===== config.mk =====
export PLATFORM = sky130hd
export DESIGN_NAME = mod_add_arbiter
export DESIGN_NICKNAME = d
export VERILOG_FILES = /design/src/rtl/mod_arith_pkg.sv /design/src/rtl/mod_add.sv /design/src/rtl/mod_add_arbiter.sv
export SDC_FILE = /design/constraint.sdc
export NUM_CORES = 1
export LEC_CHECK = 0
export ABC_AREA = 1
export BUFFER_PORTS_ARGS = -buffer_cell sky130_fd_sc_hd__buf_2
export CORE_ASPECT_RATIO = 0.5
export CORE_MARGIN = 3
export CORE_UTILIZATION = 40
export CTS_BUF_LIST = sky130_fd_sc_hd__clkbuf_8
export DETAILED_ROUTE_END_ITERATION = 10
export PLACE_DENSITY = 0.72
export SYNTH_ARGS = -nofsm -noshare
export SYNTH_HDL_FRONTEND = slang
export SYNTH_SLANG_ARGS = --single-unit

===== constraint.sdc =====
create_clock -name clk_i -period 9.4 [get_ports clk_i]
set_clock_uncertainty 0.15 [all_clocks]
set_input_delay 0 -clock clk_i [delete_from_list [all_inputs] [get_ports clk_i]]
set_output_delay 0 -clock clk_i [all_outputs]
set_load 0.1 [all_outputs]

===== src/rtl/mod_arith_pkg.sv =====
// Shared types and constants for the mod-q arithmetic datapath.
// Latency: n/a (declarations only).
// Backpressure: n/a.
package mod_arith_pkg;

    localparam int Q_W  = 23;
    localparam int OP_W = 24;

    localparam logic [Q_W-1:0] Q_DILITHIUM = 23'd8380417;

    typedef logic [Q_W-1:0]  coef_t;
    typedef logic [OP_W-1:0] op_t;

    // Operand bundle handed from the grant mux to the adder.
    typedef struct packed {
        op_t   a;
        op_t   b;
        coef_t q;
    } add_req_t;

endpackage


===== src/rtl/mod_add.sv =====
// Modular adder: c = (a+b < q) ? a+b : a+b-q, truncated to the coefficient width.
// Latency: combinational.
// Backpressure: none.
module mod_add
    import mod_arith_pkg::*;
(
    input  add_req_t req_dat,
    output coef_t    c_dat
);

    logic [OP_W:0] sum;
    logic [OP_W:0] diff;
    logic [OP_W:0] q_ext;

    assign q_ext = {2'b00, req_dat.q};
    assign sum   = {1'b0, req_dat.a} + {1'b0, req_dat.b};
    assign diff  = sum - q_ext;

    // Single conditional subtraction; out-of-range operands simply truncate.
    assign c_dat = (sum < q_ext) ? sum[Q_W-1:0] : diff[Q_W-1:0];

endmodule


===== src/rtl/mod_add_arbiter.sv =====
// Round-robin arbiter sharing one mod_add between NREQ requesters, tagged result register.
// Latency: accept in cycle N -> res_valid_o with that result in cycle N+1.
// Backpressure: requests only accepted when the result slot is empty or draining this cycle.
module mod_add_arbiter
    import mod_arith_pkg::*;
#(
    parameter int NREQ = 2,
    parameter int ID_W = $clog2(NREQ)
) (
    input  logic                 clk_i,
    input  logic                 rst_i,
    input  coef_t                q_i,
    input  logic [NREQ-1:0]      req_valid_i,
    input  op_t  [NREQ-1:0]      req_a_i,
    input  op_t  [NREQ-1:0]      req_b_i,
    output logic [NREQ-1:0]      req_ready_o,
    output logic                 res_valid_o,
    input  logic                 res_ready_i,
    output coef_t                res_c_o,
    output logic [ID_W-1:0]      res_id_o,
    output logic [15:0]          ops_cnt_o
);

    typedef enum logic {
        ST_EMPTY = 1'b0,
        ST_FULL  = 1'b1
    } res_state_t;

    typedef struct packed {
        logic            vld;
        logic [ID_W-1:0] id;
    } grant_t;

    typedef struct packed {
        coef_t           c;
        logic [ID_W-1:0] id;
    } res_t;

    localparam logic [ID_W-1:0] LAST_ID = ID_W'(NREQ - 1);

    // First valid index at or after ptr, cyclically; descending scan lets the
    // smallest offset from ptr overwrite any later candidate.
    function automatic grant_t rr_grant(input logic [NREQ-1:0] vld,
                                        input logic [ID_W-1:0] ptr_v);
        grant_t          g;
        logic [ID_W-1:0] idx;
        g = '0;
        for (int k = NREQ - 1; k >= 0; k--) begin
            idx = ID_W'((int'(ptr_v) + k) % NREQ);
            if (vld[idx]) begin
                g.vld = 1'b1;
                g.id  = idx;
            end
        end
        return g;
    endfunction

    res_state_t      state;
    res_state_t      state_nxt;
    logic [ID_W-1:0] ptr;
    res_t            res_q;
    grant_t          grant;
    logic            slot_free;
    logic            accept;
    add_req_t        add_req;
    coef_t           add_c;

    mod_add u_mod_add (
        .req_dat (add_req),
        .c_dat   (add_c)
    );

    always_comb begin
        grant       = rr_grant(req_valid_i, ptr);
        slot_free   = (state == ST_EMPTY) || res_ready_i;
        accept      = grant.vld && slot_free && !rst_i;
        req_ready_o = '0;
        if (accept) begin
            req_ready_o[grant.id] = 1'b1;
        end

        add_req.a = req_a_i[grant.id];
        add_req.b = req_b_i[grant.id];
        add_req.q = q_i;

        state_nxt = state;
        case (state)
            ST_EMPTY: if (accept) state_nxt = ST_FULL;
            ST_FULL:  if (res_ready_i && !accept) state_nxt = ST_EMPTY;
            default:  state_nxt = ST_EMPTY;
        endcase
    end

    always_ff @(posedge clk_i or posedge rst_i) begin
        if (rst_i) begin
            state     <= ST_EMPTY;
            ptr       <= '0;
            res_q     <= '0;
            ops_cnt_o <= '0;
        end else begin
            state <= state_nxt;
            if (accept) begin
                res_q.c   <= add_c;
                res_q.id  <= grant.id;
                ptr       <= (grant.id == LAST_ID) ? '0 : grant.id + 1'b1;
                ops_cnt_o <= ops_cnt_o + 16'd1;
            end
        end
    end

    assign res_valid_o = (state == ST_FULL);
    assign res_c_o     = res_q.c;
    assign res_id_o    = res_q.id;

endmodule


==> impl_metrics.py, run 1 <==
metrics = {
    "outcome": {
        "outcome": "completed",
    },
    "grt": {
        "grt_pass1_wl_mm": 30.64,
        "antenna_found_initial": 0,
        "grt_pass1_vias": 6323,
        "grtUsageTotal_pct": 22.71,
        "grt_max_degree": 52,
        "grt.overflow.total": 0,
    },
    "worst_setup_path": {
        "cp_num_cells": 27,
        "arrival_ps": 5900,
        "critPathCaptureType": "register",
        "critPathTopFamily": "simple AND/OR/NAND/NOR gates",
        "cpPeakStageDelay_ps": 600,
        "cp_max_fo": 51,
        "critPathMostFrequentCell": "nand2_1",
        "critPathLaunchType": "register",
        "criticalPathCategory": "reg -> reg",
        "worstPathRequired_ps": 9430,
        "path_buf_inv": 5,
        "cp_slowest_cell": "nand2_2",
        "rrSetupSlack_ps": 3530,
        "reg2regPathDepth": 27,
    },
    "cells_and_area": {
        "layout-drive-gt1-share_pct": 15.94,
        "fin_nets": 1396,
        "final_cells": 1415,
        "area_growth_syn_to_layout_pct": 18.86,
        "postLayoutCoreUtil_pct": 50.48,
        "diodes": 0,
    },
    "power": {
        "peakVddDrop_v": 0.0001136,
        "p_seq_share_pct": 14.5,
        "p_total_mw": 2.017,
        "pwr-share-clk_pct": 7.2,
        "p_leak_nw": 4.523,
        "power_frac_comb_pct": 78.3,
        "p_int_mw": 0.7237,
        "power_density_mw_per_mm2": 283.9,
        "p_sw_share_pct": 64.12,
        "power_switching_mw": 1.294,
    },
    "run": {
        "cap_violations": 0,
    },
    "route": {
        "first_iter_violations": 576,
        "drc": 0,
        "postRouteAntennaNets": 0,
        "viasPerCell": 4.905,
        "firstDrtPassIters": 8,
        "vias": 6941,
        "wl_per_cell_um": 13.42,
        "routed_wl_mm": 18.99,
    },
    "sta": {
        "post-route-period-util_pct": 62.44,
        "slew_violations": 0,
        "worstMarginPinSlew_ps": 833.5,
        "hold_slack_ps": 132.5,
        "final.setup.tns_ps": 0,
        "finalHoldViolCount": 0,
        "timing.fmax_mhz": 170.4,
        "rsz0062_at_grt": "false",
        "maxSlewHeadroom_pct": 44.23,
        "setup-violations-final": 0,
        "period_minus_slack_ps": 5869,
    },
    "floorplan": {
        "start_util_pct": 42.47,
        "io_pins": 167,
        "core_mm2": 0.01408,
        "dieArea_mm2": 0.01654,
        "die_width_um": 178.9,
        "fp.dieH_um": 92.45,
        "rows": 30,
    },
    "clocking": {
        "cts_buffers": 5,
        "clk_pin_slew_ps": 100,
        "post_cts_resized": 0,
        "h-tree-depth": 2,
        "clock_latency_ps": 300,
        "cts-root-buf": "clkbuf_8",
        "cts_tree": "built",
        "clock-sinks": 42,
        "clockBufferDepth": 2,
    },
    "synth": {
        "synth_nets": 1240,
        "synth_top_area_share_pct": 29.89,
        "synth_area_mm2": 0.005978,
        "synthArstFlopShare_pct": 100.0,
        "syn_avg_cell_area_um2": 5.608,
        "ys.flop_type": "dfrtp_1",
        "synth_top_area_cell": "nand2_1",
        "netlist_top_cells_area": "nand2_1 (30%), dfrtp_1 (18%), inv_1 (12%), ha_1 (10%), nand3_1 (4.4%)",
        "syn_inst": 1066,
        "ys_ff_latch": 42,
        "synth_edf_count": 0,
        "ys_warn_count": 0,
        "synth_common_cells": "nand2_1 (476), inv_1 (185), nor2_1 (65)",
        "ys_seq_area_share_pct": 17.58,
        "yosys.cell_types.count": 36,
        "synth_most_common_cell": "nand2_1",
    },
    "hold_path": {
        "holdPathStages": 8,
        "hp-class": "in -> reg",
    },
    "placement": {
        "portBuffers": 166,
        "place_hpwl_mm": 16.13,
        "gp_congestion": 0.9718,
        "dpl.cell_count": 1404,
    },
}
layout by cell type, fill, tap and decap left out, types with 8 or more instances in the layout:
cell      count
buf_2       166
nand2_1     475
ha_1         48
nand3_1      53
nor2_1       64
dfrtp_1      42
xor2_1       27
a21oi_1      41
inv_1       186
nand4_1      38
o21ai_0      10
nand3b_1      8
xnor2_1      15
worst paths after layout:
| kind | startpoint | endpoint |
|---|---|---|
| min reg2reg | ops_cnt_o[15] | ops_cnt_o[15] |
| min | req_a_i[24] | res_c_o[0] |
| min in group asynchronous | rst_i | res_valid_o |
| max | ptr | res_c_o[7] |
| max reg2reg | ptr | res_c_o[7] |
| max in group asynchronous | rst_i | res_c_o[12] |
power groups by stage:
stage                     Clock [mW]  Sequential [mW]  Combinational, mW
after CTS                      0.148            0.291               1.57
final                          0.145            0.292               1.58
after global placement             0            0.295               1.56
after detailed placement           0            0.294               1.57
after floorplan                    0            0.752              0.779
after global routing           0.154            0.299               1.73
metrics by stage:
step	area, um2	setup WS (ps)
after detailed placement	6965	3631
after global placement	6965	3847
after floorplan	5978	5465
final	7106	3531
after global routing	7106	2981
after CTS	7106	3596
metal layers:
layer  global-route usage (%)  up-vias  routed length, um
met5                        0        -                  0
met4                    2.396        0                150
met3                    1.966        8               1223
met2                    35.51      212               8092
met1                    34.75     3134               9520
li1                         -     3587                  -
what timing repair did:
item | 4_1_cts | 5_1_grt
setup buffers | 0 | 0
hold buffers | 3 | 0
endpoints found under the hold margin | 44 | 0
cell type report:
cell class                      instances  area, um2
Clock buffer                            5      68.82
Multi-Input combinational cell        813       4111
Inverter                              187      701.9
Clock inverter                          3      41.29
Timing Repair Buffer                  173      890.9
Tap cell                              192      240.2
Sequential cell                        42       1051
Fill cell                            1560       6970
tightest hold or removal path, stage by stage:
cell	delay [ps]
buf_2	70
nand2_1	40
nand2_1	50
ha_1	120
inv_1	50
nand4_1	80
nand3_1	70
nand2_1	60
registers in the layout (all words and copies together), names as in the netlist:
name         cells
res_valid_o      1
res_id_o         1
res_c_o         23
ptr              1
ops_cnt_o       16
cells by family (layout without fill, tap and decap cells):
logic type               count (synthesis)  count (layout)  share of synthesized area (%)
AO/OA/AOI/OAI                           64              64                          6.049
XOR/XNOR                                42              42                          6.153
adder cells (fa/ha/maj)                 50              50                          10.72
buffers and inverters                  211             368                          13.73
flip-flops                              42              42                          17.58
AND/OR/NAND/NOR                        657             657                          45.77
No activity file was read; power rests on OpenSTA's default activity.
==> run 2, diff against run 1 <==
Settings changed: PLACE_DENSITY 0.72 to 0.74.
Clock period 9.4 ns to 4.9 ns, I/O delays scaled along.
==> impl_metrics.py, run 2 (synthesis gave the netlist of run 1 again) <==
metrics = {
    "outcome": {
        "outcome": "completed",
    },
    "floorplan": {
        "die_width_um": 178.9,
        "rows": 30,
        "start_util_pct": 42.47,
        "fp.dieH_um": 92.45,
        "core_mm2": 0.01408,
        "io_pins": 167,
        "dieArea_mm2": 0.01654,
    },
    "run": {
        "cap_violations": 0,
    },
    "cells_and_area": {
        "fin_nets": 1410,
        "final_common_cell": "nand2_1",
        "largest_reg_flops": 23,
        "area_growth_syn_to_layout_pct": 20.89,
        "final_cells": 1429,
        "layout-drive-gt1-share_pct": 17.30,
        "stdcell_area_mm2": 0.007227,
        "diodes": 0,
        "layout_common_cells": "nand2_1 (475), inv_1 (186), buf_2 (166), nor2_1 (62), nand3_1 (53)",
    },
    "hold_path": {
        "holdPathStages": 7,
        "min-delay-start": "q_i[1]",
        "hp-class": "in -> reg",
        "whs_endpoint": "res_c_o[1]",
    },
    "placement": {
        "dpl.cell_count": 1410,
        "portBuffers": 166,
        "place_hpwl_mm": 16.24,
        "placed_area_mm2": 0.007008,
        "gp_congestion": 0.9220,
    },
    "sta": {
        "period_minus_slack_ps": 4613,
        "post-route-period-util_pct": 94.14,
        "timing.fmax_mhz": 216.8,
        "finalHoldViolCount": 0,
        "slew_violations": 0,
        "maxSlewHeadroom_pct": 63.02,
        "worstMarginPinSlew_ps": 554.7,
        "setup-violations-final": 0,
    },
    "route": {
        "drc": 0,
        "postRouteAntennaNets": 0,
        "wl_per_cell_um": 13.71,
        "vias": 6919,
        "firstDrtPassIters": 5,
        "viasPerCell": 4.842,
        "routed_wl_mm": 19.59,
        "first_iter_violations": 508,
    },
    "worst_setup_path": {
        "worstPathRequired_ps": 4940,
        "reg2reg_from": "ptr",
        "critPathCaptureType": "register",
        "cp_num_cells": 27,
        "cp_slowest_cell": "fa_1",
        "reg2regPathDepth": 27,
        "critPathLaunchType": "register",
        "arrival_ps": 4650,
        "critPathTopFamily": "simple AND/OR/NAND/NOR gates",
        "cp_max_fo": 36,
        "cpPeakStageDelay_ps": 430,
        "reg2reg_to": "res_c_o[18]",
        "criticalPathCategory": "reg -> reg",
        "rrSetupSlack_ps": 290,
        "path_buf_inv": 5,
        "critPathMostFrequentCell": "nand2_1",
    },
    "clocking": {
        "cts-root-buf": "clkbuf_8",
        "clk_pin_slew_ps": 90,
        "clock-sinks": 42,
        "cts_buffers": 5,
        "h-tree-depth": 2,
        "cts_tree": "built",
        "clock_latency_ps": 300,
        "clockBufferDepth": 2,
    },
    "grt": {
        "grt.overflow.total": 0,
        "grtUsageTotal_pct": 22.69,
        "grt_pass1_vias": 6137,
        "antenna_found_initial": 0,
        "grt_max_degree": 43,
        "grt_pass1_wl_mm": 30.43,
    },
    "power": {
        "power_density_mw_per_mm2": 542.9,
        "peakVddDrop_v": 0.0002270,
        "p_leak_nw": 4.585,
    },
}
run 2: changes by cell type in the layout (fill, tap and decap cells not counted), sizes merged:
| cell | change |
|---|---|
| buf | +13 |
| nand3 | +1 |
| bufinv | -1 |
| clkinv | +2 |
| clkinvlp | -1 |
run 2: repair_timing:
action	in CTS	in global routing
setup endpoints to repair	0	23
resized for setup	0	9
hold endpoints to repair	44	0
hold buffers	3	0
setup buffers	0	7
run 2: through the flow:
stage	hold slack, ps	util, %	worst slack, ps	TNS (ps)	total power, mW
3_3_place_gp	31.34	49.79	345.3	0	3.588
4_1_cts	137.6	50.61	135.3	0	3.846
6_report	141.8	51.34	287.0	0	3.924
2_1_floorplan	12.84	-	964.6	0	2.937
3_5_place_dp	45.32	49.79	166.3	0	3.597
5_1_grt	192.1	51.34	-14.42	-82.35	4.236
run 2: how the worst max path moves through the flow:
stage	to	from	slack (ps)
global route	res_c_o[8]	ptr	-10
global placement	res_c_o[20]	ptr	350
CTS	res_c_o[19]	ptr	140
floorplan	res_c_o[17]	ptr	960
finish	res_c_o[18]	ptr	290
detailed placement	res_c_o[19]	ptr	170
run 2: tightest hold or removal path: cells and delay by family:
family / cells / cell delay (ps)
AND/OR/NAND/NOR: 3 / 160
adder cells (fa/ha/maj): 1 / 180
buffers and inverters: 3 / 240
run 2: area by class of cell:
| class | instances | area [um2] |
|---|---|---|
| Fill cell | 1506 | 6849 |
| Multi-Input combinational cell | 814 | 4151 |
| Sequential cell | 42 | 1051 |
| Timing Repair Buffer | 186 | 996.0 |
| Inverter | 187 | 701.9 |
| Tap cell | 192 | 240.2 |
| Clock buffer | 5 | 68.82 |
| Clock inverter | 3 | 17.52 |
run 2: power breakdown:
part | total (mW) | internal [mW] | switching (mW)
combinational | 3.13 | 0.819 | 2.31
sequential | 0.559 | 0.471 | 0.0883
clock | 0.235 | 0.0989 | 0.136
run 2: metal layers:
layer  routed length (um)  global-route usage [%]
met1                 9833                   34.13
met2                 8335                   36.46
met3                 1314                   1.556
met4                  109                   2.591
met5                    0                       0
